`src/rtl/mem_rd_scheduler.sv`:
```
// Read-miss scheduler in front of the cache-to-AXI bridge: round-robin icache/dcache grant,
// one outstanding read per source, and read-after-write blocking against unacked write-backs.
module mem_rd_scheduler #(
  parameter int LINE_OFF_W  = 4,
  parameter int WPEND_DEPTH = 2
) (
  input  logic        clk,
  input  logic        reset,
  input  logic        ic_rd_req,
  input  logic        ic_rd_type,
  input  logic [31:0] ic_rd_addr,
  output logic        ic_rd_rdy,
  input  logic        dc_rd_req,
  input  logic        dc_rd_type,
  input  logic [31:0] dc_rd_addr,
  input  logic [2:0]  dc_rd_size,
  output logic        dc_rd_rdy,
  input  logic        dc_wr_req,
  input  logic [31:0] dc_wr_addr,
  output logic        dc_wr_rdy,
  output logic        br_rd_req,
  output logic        br_rd_src,
  output logic        br_rd_type,
  output logic [31:0] br_rd_addr,
  output logic [2:0]  br_rd_size,
  input  logic        br_rd_rdy,
  input  logic        br_wr_rdy,
  input  logic        br_wr_ok,
  input  logic        br_inst_ret,
  input  logic        br_data_ret
);
  localparam int TAG_W = 32 - LINE_OFF_W;
  localparam int PTR_W = $clog2(WPEND_DEPTH);
  localparam int CNT_W = PTR_W + 1;

  typedef enum logic {IDLE, ISSUE} state_t;

  state_t state;
  logic   ic_busy, dc_busy, last_grant;

  logic [WPEND_DEPTH-1:0][TAG_W-1:0] wtag;
  logic [WPEND_DEPTH-1:0]            wvld;
  logic [PTR_W-1:0]                  wr_ptr, rd_ptr;
  logic [CNT_W-1:0]                  wcnt;

  logic full, push, pop, hit;
  logic ic_ok, dc_ok, grant_ic, grant_dc;
  logic unused_wr_off;

  assign unused_wr_off = ^dc_wr_addr[LINE_OFF_W-1:0];

  assign full      = (wcnt == CNT_W'(WPEND_DEPTH));
  assign dc_wr_rdy = br_wr_rdy & ~full;
  assign push      = dc_wr_req & dc_wr_rdy;
  assign pop       = br_wr_ok & (wcnt != '0);

  // Compare against tags registered before this cycle; a same-cycle push blocks from next cycle.
  always_comb begin
    hit = 1'b0;
    for (int i = 0; i < WPEND_DEPTH; i++)
      if (wvld[i] && (wtag[i] == dc_rd_addr[31:LINE_OFF_W])) hit = 1'b1;
  end

  assign ic_ok = ic_rd_req & ~ic_busy;
  assign dc_ok = dc_rd_req & ~dc_busy & ~hit;

  // last_grant: 0=inst, 1=data; on a tie the other source wins.
  assign grant_ic = (state == IDLE) & ic_ok & (~dc_ok | last_grant);
  assign grant_dc = (state == IDLE) & dc_ok & (~ic_ok | ~last_grant);

  assign ic_rd_rdy = grant_ic;
  assign dc_rd_rdy = grant_dc;

  always_ff @(posedge clk) begin
    if (reset) begin
      state      <= IDLE;
      br_rd_req  <= 1'b0;
      br_rd_src  <= 1'b0;
      br_rd_type <= 1'b0;
      br_rd_addr <= '0;
      br_rd_size <= '0;
      ic_busy    <= 1'b0;
      dc_busy    <= 1'b0;
      last_grant <= 1'b1;
    end else begin
      if (br_inst_ret) ic_busy <= 1'b0;
      if (br_data_ret) dc_busy <= 1'b0;
      case (state)
        IDLE: begin
          if (grant_ic || grant_dc) begin
            state      <= ISSUE;
            br_rd_req  <= 1'b1;
            br_rd_src  <= grant_dc;
            br_rd_type <= grant_dc ? dc_rd_type : ic_rd_type;
            br_rd_addr <= grant_dc ? dc_rd_addr : ic_rd_addr;
            br_rd_size <= grant_dc ? dc_rd_size : 3'd2;
            last_grant <= grant_dc;
            if (grant_ic) ic_busy <= 1'b1;
            if (grant_dc) dc_busy <= 1'b1;
          end
        end
        ISSUE: begin
          if (br_rd_rdy) begin
            state     <= IDLE;
            br_rd_req <= 1'b0;
          end
        end
        default: state <= IDLE;
      endcase
    end
  end

  // Pending write-back tags, oldest at rd_ptr; push and pop never hit the same slot.
  always_ff @(posedge clk) begin
    if (reset) begin
      wtag   <= '0;
      wvld   <= '0;
      wr_ptr <= '0;
      rd_ptr <= '0;
      wcnt   <= '0;
    end else begin
      if (pop) begin
        wvld[rd_ptr] <= 1'b0;
        rd_ptr       <= rd_ptr + PTR_W'(1);
      end
      if (push) begin
        wtag[wr_ptr] <= dc_wr_addr[31:LINE_OFF_W];
        wvld[wr_ptr] <= 1'b1;
        wr_ptr       <= wr_ptr + PTR_W'(1);
      end
      case ({push, pop})
        2'b10:   wcnt <= wcnt + CNT_W'(1);
        2'b01:   wcnt <= wcnt - CNT_W'(1);
        default: wcnt <= wcnt;
      endcase
    end
  end
endmodule

```
`config.mk`:
```
export PLATFORM = sky130hd
export DESIGN_NAME = mem_rd_scheduler
export DESIGN_NICKNAME = d
export VERILOG_FILES = /design/src/rtl/mem_rd_scheduler.sv
export SDC_FILE = /design/constraint.sdc
export NUM_CORES = 1
export LEC_CHECK = 0
export ABC_AREA = 1
export BUFFER_PORTS_ARGS = -buffer_cell sky130_fd_sc_hd__buf_2
export CAP_MARGIN = 20
export CORE_MARGIN = 2
export CORE_UTILIZATION = 50
export CTS_BUF_LIST = sky130_fd_sc_hd__clkbuf_4
export CTS_CLUSTER_SIZE = 40
export DETAILED_ROUTE_END_ITERATION = 10
export PLACE_DENSITY = 0.83
export SLEW_MARGIN = 10
export SYNTH_ARGS = -nofsm -noshare
export SYNTH_HDL_FRONTEND = slang
export SYNTH_SLANG_ARGS = --single-unit
```
`constraint.sdc`:
```
create_clock -name clk -period 2.34 [get_ports clk]
set_input_delay 0.468 -clock clk [delete_from_list [all_inputs] [get_ports clk]]
set_output_delay 0.468 -clock clk [all_outputs]
set_load 0.03 [all_outputs]
```
==> metrics.yaml, run 1 <==
run_status:
  status: "complete, but fails checks"
  violations: "setup timing"
critical_path:
  crit_family: "simple AND/OR/NAND/NOR gates"
  worst_r2r_endpoint: "br_rd_addr[17]$_SDFFE_PP0P_"
  cp-start-kind: "register"
  path_cells: "inv_1 > nand2_1 > nand2_1 > nor2_1 > nand2_1 > nor2_2 > nand2_2 > nor2_4 > nor2_4 > nand3_2 > nand2_2 > inv_2 > buf_6"
  rr_startpoint: "wtag[1]$_SDFFE_PP0P_"
  slowest_stage: "dfxtp_2"
  slowest_delay_ns: 0.36
  crit_buf_inv: 3
  required_ns: 1.87
  cp_num_cells: 13
  cp-end-kind: "primary output"
  critical_path_class: "register to primary output"
  r2r_slack_ns: 0.28
  crit_path_frequent_cell: "nand2_1"
  cp.arrival_ns: 1.88
  crit_fanout: 3
  reg2reg_depth: 15
routing:
  detail-route-antenna-nets: 0
  num_vias: 5448
  drc_errors: 0
  wl_um: 13800
  drtIter0Drc: 366
  wire_per_inst_um: 12.9
  routed_via_density: 5.11
  dr.pass1.iters: 5
yosys:
  synth-seq-cells: 104
  synth-edff-count: 0
  synth_ff_type: "dfxtp_1"
  yosysWarnings: 0
  ys_types: 32
  syn_area_per_cell_sq_um: 6.56
  netlist_area_sq_mm: 0.00520
  synth-seq-area-share_pct: 40.0
  synth_fp_nets: 905
  syn_inst: 793
  async_reset_ff_share_pct: 0
cts:
  clock_latency_ns: 0.44
  ctsRootBufferMaster: "clkbuf_4"
  cts_tree: "built"
  cts.clk_slew.worst_paths_ns: 0.16
  clk_path_buf_depth: 2
  clkSinkCount: 104
  htree_levels: 3
  cts_made_buffers: 9
  hold_buffers: 0
pwr:
  ir_worst_vdd_mv: 0.265
  p_total_mw: 4.08
  leakage_nw: 3.01
  powerDensity_mw_per_mm2: 655
placed_design:
  gp_congestion: 0.829
  preCtsSetupSlack_ns: -0.0104
  dpl_cell_area_sq_mm: 0.00601
  portBuffers: 147
  placed_cells: 1047
  dp_hpwl_um: 9970
final_layout:
  seq_area_sq_mm: 0.00210
  fin_cells: 1067
  drive_above_1_share_pct: 24.6
  areaGrowthSynthToFinish_pct: 19.8
  fin_nets: 1037
  multiInputGateArea_sq_mm: 0.00255
  stdcell_area_sq_mm: 0.00623
  nFillCells: 984
global_route:
  met3_usage_pct: 3.74
  top_usage_layer: "met2"
  grtUsageMet2_pct: 40.9
  grt_util_all_layers_pct: 24.7
  gr-usage-met1_pct: 32.3
  grt_antenna_before_repair: 1
  grt_pass1_wl_um: 22500
  first_global_vias: 4885
  grt-ovfl-total: 0
  grt_start_max_net_pins: 63
sta:
  grt_setup_unrepaired: "yes"
  max_freq_mhz: 426
  min_period_over_period_pct: 100
  fin_ws_ns: -0.00533
  setup_viol: 1
  worst_pin_slew_ns: 0.540
  slew_violations: 0
  period_needed_ns: 2.35
  clock_skew_ns: 0.0247
  tns_ns: -0.00533
  relSlewSlack_pct: 64.0
  final_hold_viol_count: 0
floorplanning:
  die_w_um: 106
  die-area_sq_mm: 0.0112
  die_y_um: 106
  ios: 152
  start_util_pct: 50.8
  rows: 37
  core_sq_mm: 0.0102
job:
  cap_viol_max_count: 0
worst_hold_path:
  hp-start: "dc_rd_size[2]"
  whs_path_depth: 3
  hp-class: "primary input to register"
  hold_end: "br_rd_size[2]$_SDFFE_PP0P_"
worst max path at each step:
stage               slack, ns                  from                          to
finish                 -0.005  wtag[1]$_SDFFE_PP0P_                   ic_rd_rdy
global route            -0.16  wtag[9]$_SDFFE_PP0P_                   ic_rd_rdy
CTS                     -0.04  wtag[8]$_SDFFE_PP0P_                   ic_rd_rdy
detailed placement      -0.01         dc_rd_addr[5]  br_rd_addr[2]$_SDFFE_PP0P_
global placement         0.02         dc_rd_addr[5]  br_rd_addr[2]$_SDFFE_PP0P_
floorplan                0.23             br_wr_rdy       wtag[28]$_SDFFE_PP0P_
through the flow:
stage | hold WS [ns] | utilization, %
global placement | 0.445 | 58.7
floorplan | 0.436 | -
detailed placement | 0.449 | 58.7
finish | 0.259 | 60.9
global route | 0.221 | 60.9
CTS | 0.235 | 60.6
state kept, by name, indices dropped and copies added (netlist names):
signal and count:
br_rd_req 1, br_rd_src 1, last_grant 1, br_rd_addr 32, wcnt 2, br_rd_type 1, rd_ptr 1, br_rd_size 3
ic_busy 1, dc_busy 1, wvld 2, wtag 56, wr_ptr 1, state 1
synthesized netlist by cell type, types with 2 or more instances:
library cell | number | share of area, %
nor3_1 | 2 | 0.19
clkbuf_1 | 31 | 2.2
buf_2 | 4 | 0.39
dfxtp_1 | 104 | 40
buf_6 | 5 | 1.1
a21oi_1 | 95 | 9.1
inv_2 | 13 | 0.94
o21ai_1 | 4 | 0.39
xor2_1 | 4 | 0.67
inv_1 | 80 | 5.8
nand2_1 | 237 | 17
nand2_2 | 2 | 0.24
o21ai_0 | 64 | 6.2
nand4_1 | 43 | 5.2
xnor2_1 | 2 | 0.34
o22ai_1 | 2 | 0.24
buf_4 | 6 | 0.87
nor2_1 | 44 | 3.2
nand3_1 | 38 | 3.7
layout by cell type (no fill, tap or decap), types with 4 or more instances in the layout:
| cell type | netlist | layout |
|---|---|---|
| nand2_1 | 237 | 234 |
| buf_2 | 4 | 145 |
| a21oi_1 | 95 | 95 |
| dfxtp_1 | 104 | 92 |
| inv_1 | 80 | 74 |
| o21ai_0 | 64 | 64 |
| nand4_1 | 43 | 43 |
| nor2_1 | 44 | 39 |
| nand3_1 | 38 | 38 |
| buf_4 | 6 | 19 |
| inv_2 | 13 | 18 |
| dfxtp_2 | 0 | 12 |
| clkbuf_4 | 0 | 11 |
| nor2_2 | 1 | 5 |
| nand2_2 | 2 | 5 |
| o21ai_1 | 4 | 4 |
| xor2_1 | 4 | 4 |
per-layer routing:
metal	up-vias	share of wire, %
li1	2820	-
met1	2431	45
met2	173	47
met3	24	5.1
met4	0	2.5
met5	-	0
worst register-to-register path: cells and delay by family (launching register included):
| family | cells | cell delay (ns) |
|---|---|---|
| flops | 1 | 0.36 |
| compound gates | 1 | 0.13 |
| buf+inv | 2 | 0.23 |
| simple gates | 12 | 1.27 |
report_power, final:
group	switching [mW]	internal, mW	leakage [nW]	total, mW
Sequential	0.0803	1.93	0.857	2.01
Combinational	0.747	0.388	2.08	1.13
Clock	0.581	0.349	0.0707	0.930
Total	1.41	2.67	3.01	4.08
kinds of logic after synthesis:
group,after synthesis,synth area share (%)
AND/OR/NAND/NOR,374,31.0
adder cells (fa/ha/maj),1,0.241
buffers and inverters,140,11.4
AO/OA/AOI/OAI,168,16.4
XOR/XNOR,6,1.01
flip-flops,104,40.0
final cells by class:
| type | count | share of cell area (%) |
|---|---|---|
| timing repair buffer | 167 | 14.6 |
| inverter | 94 | 5.71 |
| sequential | 104 | 33.7 |
| clock inverter | 5 | 0.924 |
| antenna | 1 | 0.0402 |
| clock buffer | 11 | 1.33 |
| multi-input combinational | 549 | 41.0 |
| tap | 136 | 2.73 |
what timing repair did:
item	CTS	global route
setup endpoints to repair	2	2
buffers inserted	1	2
pin swaps	3	18
gates resized for setup	20	12
hold endpoints to repair	0	0
(Power assumes the default switching activity.)
==> inputs of run 2 (changes only) <==
--- a/config.mk
+++ b/config.mk
@@ -13,7 +13,7 @@
 export CTS_BUF_LIST = sky130_fd_sc_hd__clkbuf_4
 export CTS_CLUSTER_SIZE = 40
 export DETAILED_ROUTE_END_ITERATION = 10
-export PLACE_DENSITY = 0.83
+export PLACE_DENSITY = 0.84
 export SLEW_MARGIN = 10
 export SYNTH_ARGS = -nofsm -noshare
 export SYNTH_HDL_FRONTEND = slang
==> metrics.yaml, run 2 (same netlist as run 1, synthesis figures left out) <==
global_route:
  grt_util_all_layers_pct: 24.4  # -0.29 points
  grt_start_max_net_pins: 63  # unchanged
  grt_pass1_wl_um: 22200  # -1.1%
  first_global_vias: 4916  # +0.63%
  grt_antenna_before_repair: 1  # unchanged
  grt-ovfl-total: 0  # unchanged
floorplanning:
  rows: 37  # unchanged
  die-area_sq_mm: 0.0112  # unchanged
  core_sq_mm: 0.0102  # unchanged
  ios: 152  # unchanged
  start_util_pct: 50.8  # unchanged
  die_w_um: 106  # unchanged
  die_y_um: 106  # unchanged
sta:
  tns_ns: -0.0141  # -0.00873 ns
  slew_violations: 0  # unchanged
  final_hold_viol_count: 0  # unchanged
  min_period_over_period_pct: 101  # +0.37 points
  period_needed_ns: 2.35  # +0.00873 ns
  worst_pin_slew_ns: 0.523  # -0.0175 ns
  fin_ws_ns: -0.0141  # -0.00873 ns
  grt_setup_unrepaired: "yes"
  clock_skew_ns: 0.0211  # -0.00359 ns
  setup_viol: 1  # unchanged
  max_freq_mhz: 425  # -0.37%
  relSlewSlack_pct: 65.2  # +1.2 points
final_layout:
  drive_above_1_share_pct: 24.0  # -0.67 points
  largest_reg_flops: 56  # unchanged
  nFillCells: 1016  # +3.3%
  seq_area_sq_mm: 0.00209  # -0.30%
  areaGrowthSynthToFinish_pct: 19.5
  fin_nets: 1038  # +0.096%
  top_register: "wtag"
  multiInputGateArea_sq_mm: 0.00256  # +0.39%
  final_common_cell: "nand2_1"
  layout_common_cells: "nand2_1 (235), buf_2 (145), dfxtp_1 (97), a21oi_1 (95), inv_1 (76)"
  fin_util_pct: 60.7  # -0.15 points
  fin_cells: 1068  # +0.094%
  reg_top3: "wtag (56), br_rd_addr (32), br_rd_size (3)"
pwr:
  powerDensity_mw_per_mm2: 639  # -2.5%
  leakage_nw: 3.00  # -0.12%
  ir_worst_vdd_mv: 0.270  # +2.1%
job:
  cap_viol_max_count: 0  # unchanged
placed_design:
  portBuffers: 147  # unchanged
  dp_hpwl_um: 9830  # -1.4%
  gp_congestion: 0.824  # -0.60%
  placed_cells: 1048  # +0.096%
cts:
  cts_made_buffers: 9  # unchanged
  clock_latency_ns: 0.44  # about the same
  clkSinkCount: 104  # unchanged
  cts_tree: "built"
  htree_levels: 3  # unchanged
  clk_path_buf_depth: 2  # unchanged
  cts.clk_slew.worst_paths_ns: 0.15  # about the same
  ctsRootBufferMaster: "clkbuf_4"
routing:
  wire_per_inst_um: 12.9  # -0.58%
  dr.pass1.iters: 5  # unchanged
  num_vias: 5438  # -0.18%
  drc_errors: 0  # unchanged
  routed_via_density: 5.09  # -0.28%
  wl_um: 13700  # -0.49%
  drtIter0Drc: 285  # -22%
  detail-route-antenna-nets: 0  # unchanged
worst_hold_path:
  hp-class: "primary input to register"
critical_path:
  critical_path_class: "register to primary output"
  cp-end-kind: "primary output"
  cp-start-kind: "register"
  cp.arrival_ns: 1.89  # about the same
  crit_fanout: 3  # unchanged
  required_ns: 1.87  # about the same
run_status:
  violations: "setup timing"
  status: "complete, but fails checks"
==> run 2: path summary, 6_finish.rpt <==
kind / from / end / slack (ns) / cells past startpoint
setup reg to reg: wtag[9]$_SDFFE_PP0P_ / br_rd_addr[0]$_SDFFE_PP0P_ / 0.27 / 16
hold reg to reg: wtag[8]$_SDFFE_PP0P_ / wtag[8]$_SDFFE_PP0P_ / 0.47 / 2
setup / recovery: wtag[9]$_SDFFE_PP0P_ / ic_rd_rdy / -0.01 / 13
hold / removal: dc_rd_size[0] / br_rd_size[0]$_SDFFE_PP0P_ / 0.26 / 3
==> run 2: power breakdown <==
part	switching, mW	internal, mW
clock network	0.575	0.243
logic	0.745	0.392
registers	0.0815	1.93
==> run 2: metrics by stage <==
stage	hold slack, ns	cell area (sq um)	total power [mW]	setup WS, ns
after CTS	0.246	6180	3.98	-0.0111
final	0.264	6210	3.97	-0.0141
after global placement	0.440	6020	3.14	0.0397
after detailed placement	0.456	6020	3.16	0.00671
after floorplan	0.436	5200	2.82	0.234
after global routing	0.250	6210	4.22	-0.187
==> run 2: final cells by class <==
type	count	share of cell area, %
diodes	1	0.0403
clock buffers	11	1.33
clock inverters	5	0.544
inverters	94	5.68
multi-input cells	549	41.2
flip-flops and latches	104	33.6
well taps	136	2.74
repair buffers	168	14.8
==> run 2: routing by layer <==
layer / track usage [%] / wire, um
met1: 33.0 / 6360
met4: 9.30 / 391
met2: 38.8 / 6200
met5: 0 / 0
met3: 4.41 / 792
==> run 2: what timing repair did <==
action,in CTS,in global routing
gates resized for setup,17,9
endpoints found under the hold margin,0,0
hold buffers,0,0
setup buffers,2,1
pin swaps,5,5
setup endpoints to repair,2,38
==> run 2: worst max-delay path, cell delays in order, from the launching register on <==
cell and delay, ns:
dfxtp_2 0.36, inv_1 0.06, nand2_1 0.06, nand2_1 0.06, nor2_1 0.10, nand2_1 0.07, nor2_2 0.12, nand2_1 0.10
nor2_4 0.16, nor2_4 0.06, nand3_2 0.06, nand2_2 0.06, inv_2 0.07, buf_6 0.12
==> inputs of run 3 (changes only) <==
--- a/config.mk
+++ b/config.mk
@@ -9,11 +9,11 @@
 export BUFFER_PORTS_ARGS = -buffer_cell sky130_fd_sc_hd__buf_2
 export CAP_MARGIN = 20
 export CORE_MARGIN = 2
-export CORE_UTILIZATION = 50
+export CORE_UTILIZATION = 54
 export CTS_BUF_LIST = sky130_fd_sc_hd__clkbuf_4
 export CTS_CLUSTER_SIZE = 40
 export DETAILED_ROUTE_END_ITERATION = 10
-export PLACE_DENSITY = 0.84
+export PLACE_DENSITY = 0.89
 export SLEW_MARGIN = 10
 export SYNTH_ARGS = -nofsm -noshare
 export SYNTH_HDL_FRONTEND = slang
==> metrics.yaml, run 3 (same netlist as run 1, synthesis figures left out) <==
placed_design:
  gp_congestion: 0.886  # +7.5%
  portBuffers: 147  # unchanged
  dp_hpwl_um: 9780  # -0.51%
  placed_cells: 1039  # -0.86%
critical_path:
  critical_path_class: "register to primary output"
  cp.arrival_ns: 1.89  # about the same
  r2r_slack_ns: 0.22  # -0.05 ns
  critPathLaunch: "wtag[5]$_SDFFE_PP0P_"
  rr_startpoint: "wtag[5]$_SDFFE_PP0P_"
  crit_fanout: 3  # unchanged
  reg2reg_depth: 15  # -1
  required_ns: 1.87  # about the same
  cp-end-kind: "primary output"
  worst_r2r_endpoint: "state$_SDFF_PP0_"
  cp-start-kind: "register"
floorplanning:
  rows: 35  # -5.4%
  die_y_um: 102  # -3.6%
  ios: 152  # unchanged
  die-area_sq_mm: 0.0104  # -7.1%
  die_w_um: 102  # -3.6%
  start_util_pct: 56.0  # +5.2 points
  core_sq_mm: 0.00928  # -9.3%
sta:
  grt_setup_unrepaired: "yes"
  tns_ns: -0.0197  # -0.00563 ns
  clock_skew_ns: 0.0224  # +0.00125 ns
  slew_violations: 0  # unchanged
  min_period_over_period_pct: 101  # +0.24 points
  worst_pin_slew_ns: 0.523  # +0.000541 ns
  period_needed_ns: 2.36  # +0.00563 ns
  setup_viol: 1  # unchanged
  max_freq_mhz: 424  # -0.24%
  relSlewSlack_pct: 65.1  # about the same
  whs_ns: 0.262  # -0.00181 ns
  final_hold_viol_count: 0  # unchanged
  fin_ws_ns: -0.0197  # -0.00563 ns
run_status:
  violations: "setup timing"
  status: "complete, but fails checks"
final_layout:
  seq_area_sq_mm: 0.00209  # about the same
  largest_reg_flops: 56  # unchanged
  top_register: "wtag"
  final_common_cell: "nand2_1"
  reg_top3: "wtag (56), br_rd_addr (32), br_rd_size (3)"
  antennaDiodeCount: 0  # -1
  fin_nets: 1036  # -0.19%
  multiInputGateArea_sq_mm: 0.00255  # -0.49%
  areaGrowthSynthToFinish_pct: 20.1
  layout_common_cells: "nand2_1 (236), buf_2 (145), dfxtp_1 (96), a21oi_1 (95), inv_1 (77)"
  drive_above_1_share_pct: 23.4  # -0.54 points
  nFillCells: 874  # -14%
  fin_cells: 1056  # -1.1%
routing:
  routed_via_density: 5.12  # +0.52%
  wire_per_inst_um: 12.8  # -0.78%
  drtIter0Drc: 268  # -6.0%
  num_vias: 5405  # -0.61%
  wl_um: 13500  # -1.9%
  detail-route-antenna-nets: 0  # unchanged
  dr.pass1.iters: 5  # unchanged
  drc_errors: 0  # unchanged
job:
  cap_viol_max_count: 0  # unchanged
global_route:
  grt-ovfl-total: 0  # unchanged
  grt_antenna_before_repair: 0  # -1
  grt_start_max_net_pins: 63  # unchanged
  grt_util_all_layers_pct: 25.7  # +1.3 points
  first_global_vias: 4733  # -3.7%
  grt_pass1_wl_um: 21300  # -4.2%
cts:
  cts.clk_slew.worst_paths_ns: 0.16  # about the same
  ctsRootBufferMaster: "clkbuf_4"
  clkSinkCount: 104  # unchanged
  cts_made_buffers: 9  # unchanged
  hold_buffers: 0  # unchanged
  cts_tree: "built"
  htree_levels: 3  # unchanged
  clock_latency_ns: 0.44  # about the same
  clk_path_buf_depth: 2  # unchanged
worst_hold_path:
  whs_path_depth: 3  # unchanged
  hp-start: "dc_wr_addr[16]"
  hold_end: "wtag[40]$_SDFFE_PP0P_"
  hp-class: "primary input to register"
pwr:
  leakage_nw: 3.03  # +0.81%
  powerDensity_mw_per_mm2: 681  # +6.7%
  ir_worst_vdd_mv: 0.387  # +43%
## run 3: routing by layer
layer	wire (um)	global-route usage, %
met1	6010	34.6
met2	6400	42.7
met3	885	4.92
met4	197	6.67
met5	0	0
## run 3: power by group
group | switching, mW | total [mW] | internal [mW] | leakage, nW
clock | 0.569 | 1.11 | 0.541 | 0.0923
combinational | 0.740 | 1.13 | 0.390 | 2.08
sequential | 0.0811 | 2.01 | 1.93 | 0.855
## run 3: worst max-delay path by stage
| stage | end |
|---|---|
| 6_report | ic_rd_rdy |
| 5_1_grt | ic_rd_rdy |
| 4_1_cts | ic_rd_rdy |
| 3_5_place_dp | state$_SDFF_PP0_ |
| 3_3_place_gp | ic_rd_rdy |
| 2_1_floorplan | wtag[28]$_SDFFE_PP0P_ |
## run 3: critical path: stages (launching register included)
cell and delay (ns):
dfxtp_2 0.36, inv_1 0.05, nand2_1 0.05, nand2_1 0.05
nor2_1 0.11, nand2_1 0.07, nor2_2 0.16, nand2_2 0.08
nor2_4 0.13, nor2_4 0.06, nand3_2 0.08, nand2_4 0.05
inv_2 0.06, buf_6 0.12
## run 3: cell type report
type	instances	area share (%)
clock buffer	10	1.20
clock inverter	4	1.52
inverter	94	5.69
multi-input combinational	549	40.8
sequential	104	33.5
tap	129	2.58
timing repair buffer	166	14.7
## run 3: per-stage QoR
step	power [mW]	util (%)	area, sq um	setup slack, ns
2_1_floorplan	2.82	-	5200	0.234
6_report	4.26	67.3	6240	-0.0197
3_3_place_gp	3.12	64.7	6000	0.0681
4_1_cts	4.25	67.1	6230	-0.0351
3_5_place_dp	3.15	64.7	6000	0.0426
5_1_grt	4.49	67.3	6240	-0.155
## run 3: what timing repair did
action	in CTS	in global routing
pin swaps	8	11
buffers inserted	3	0
endpoints found under the setup margin	2	2
gates resized for setup	15	8
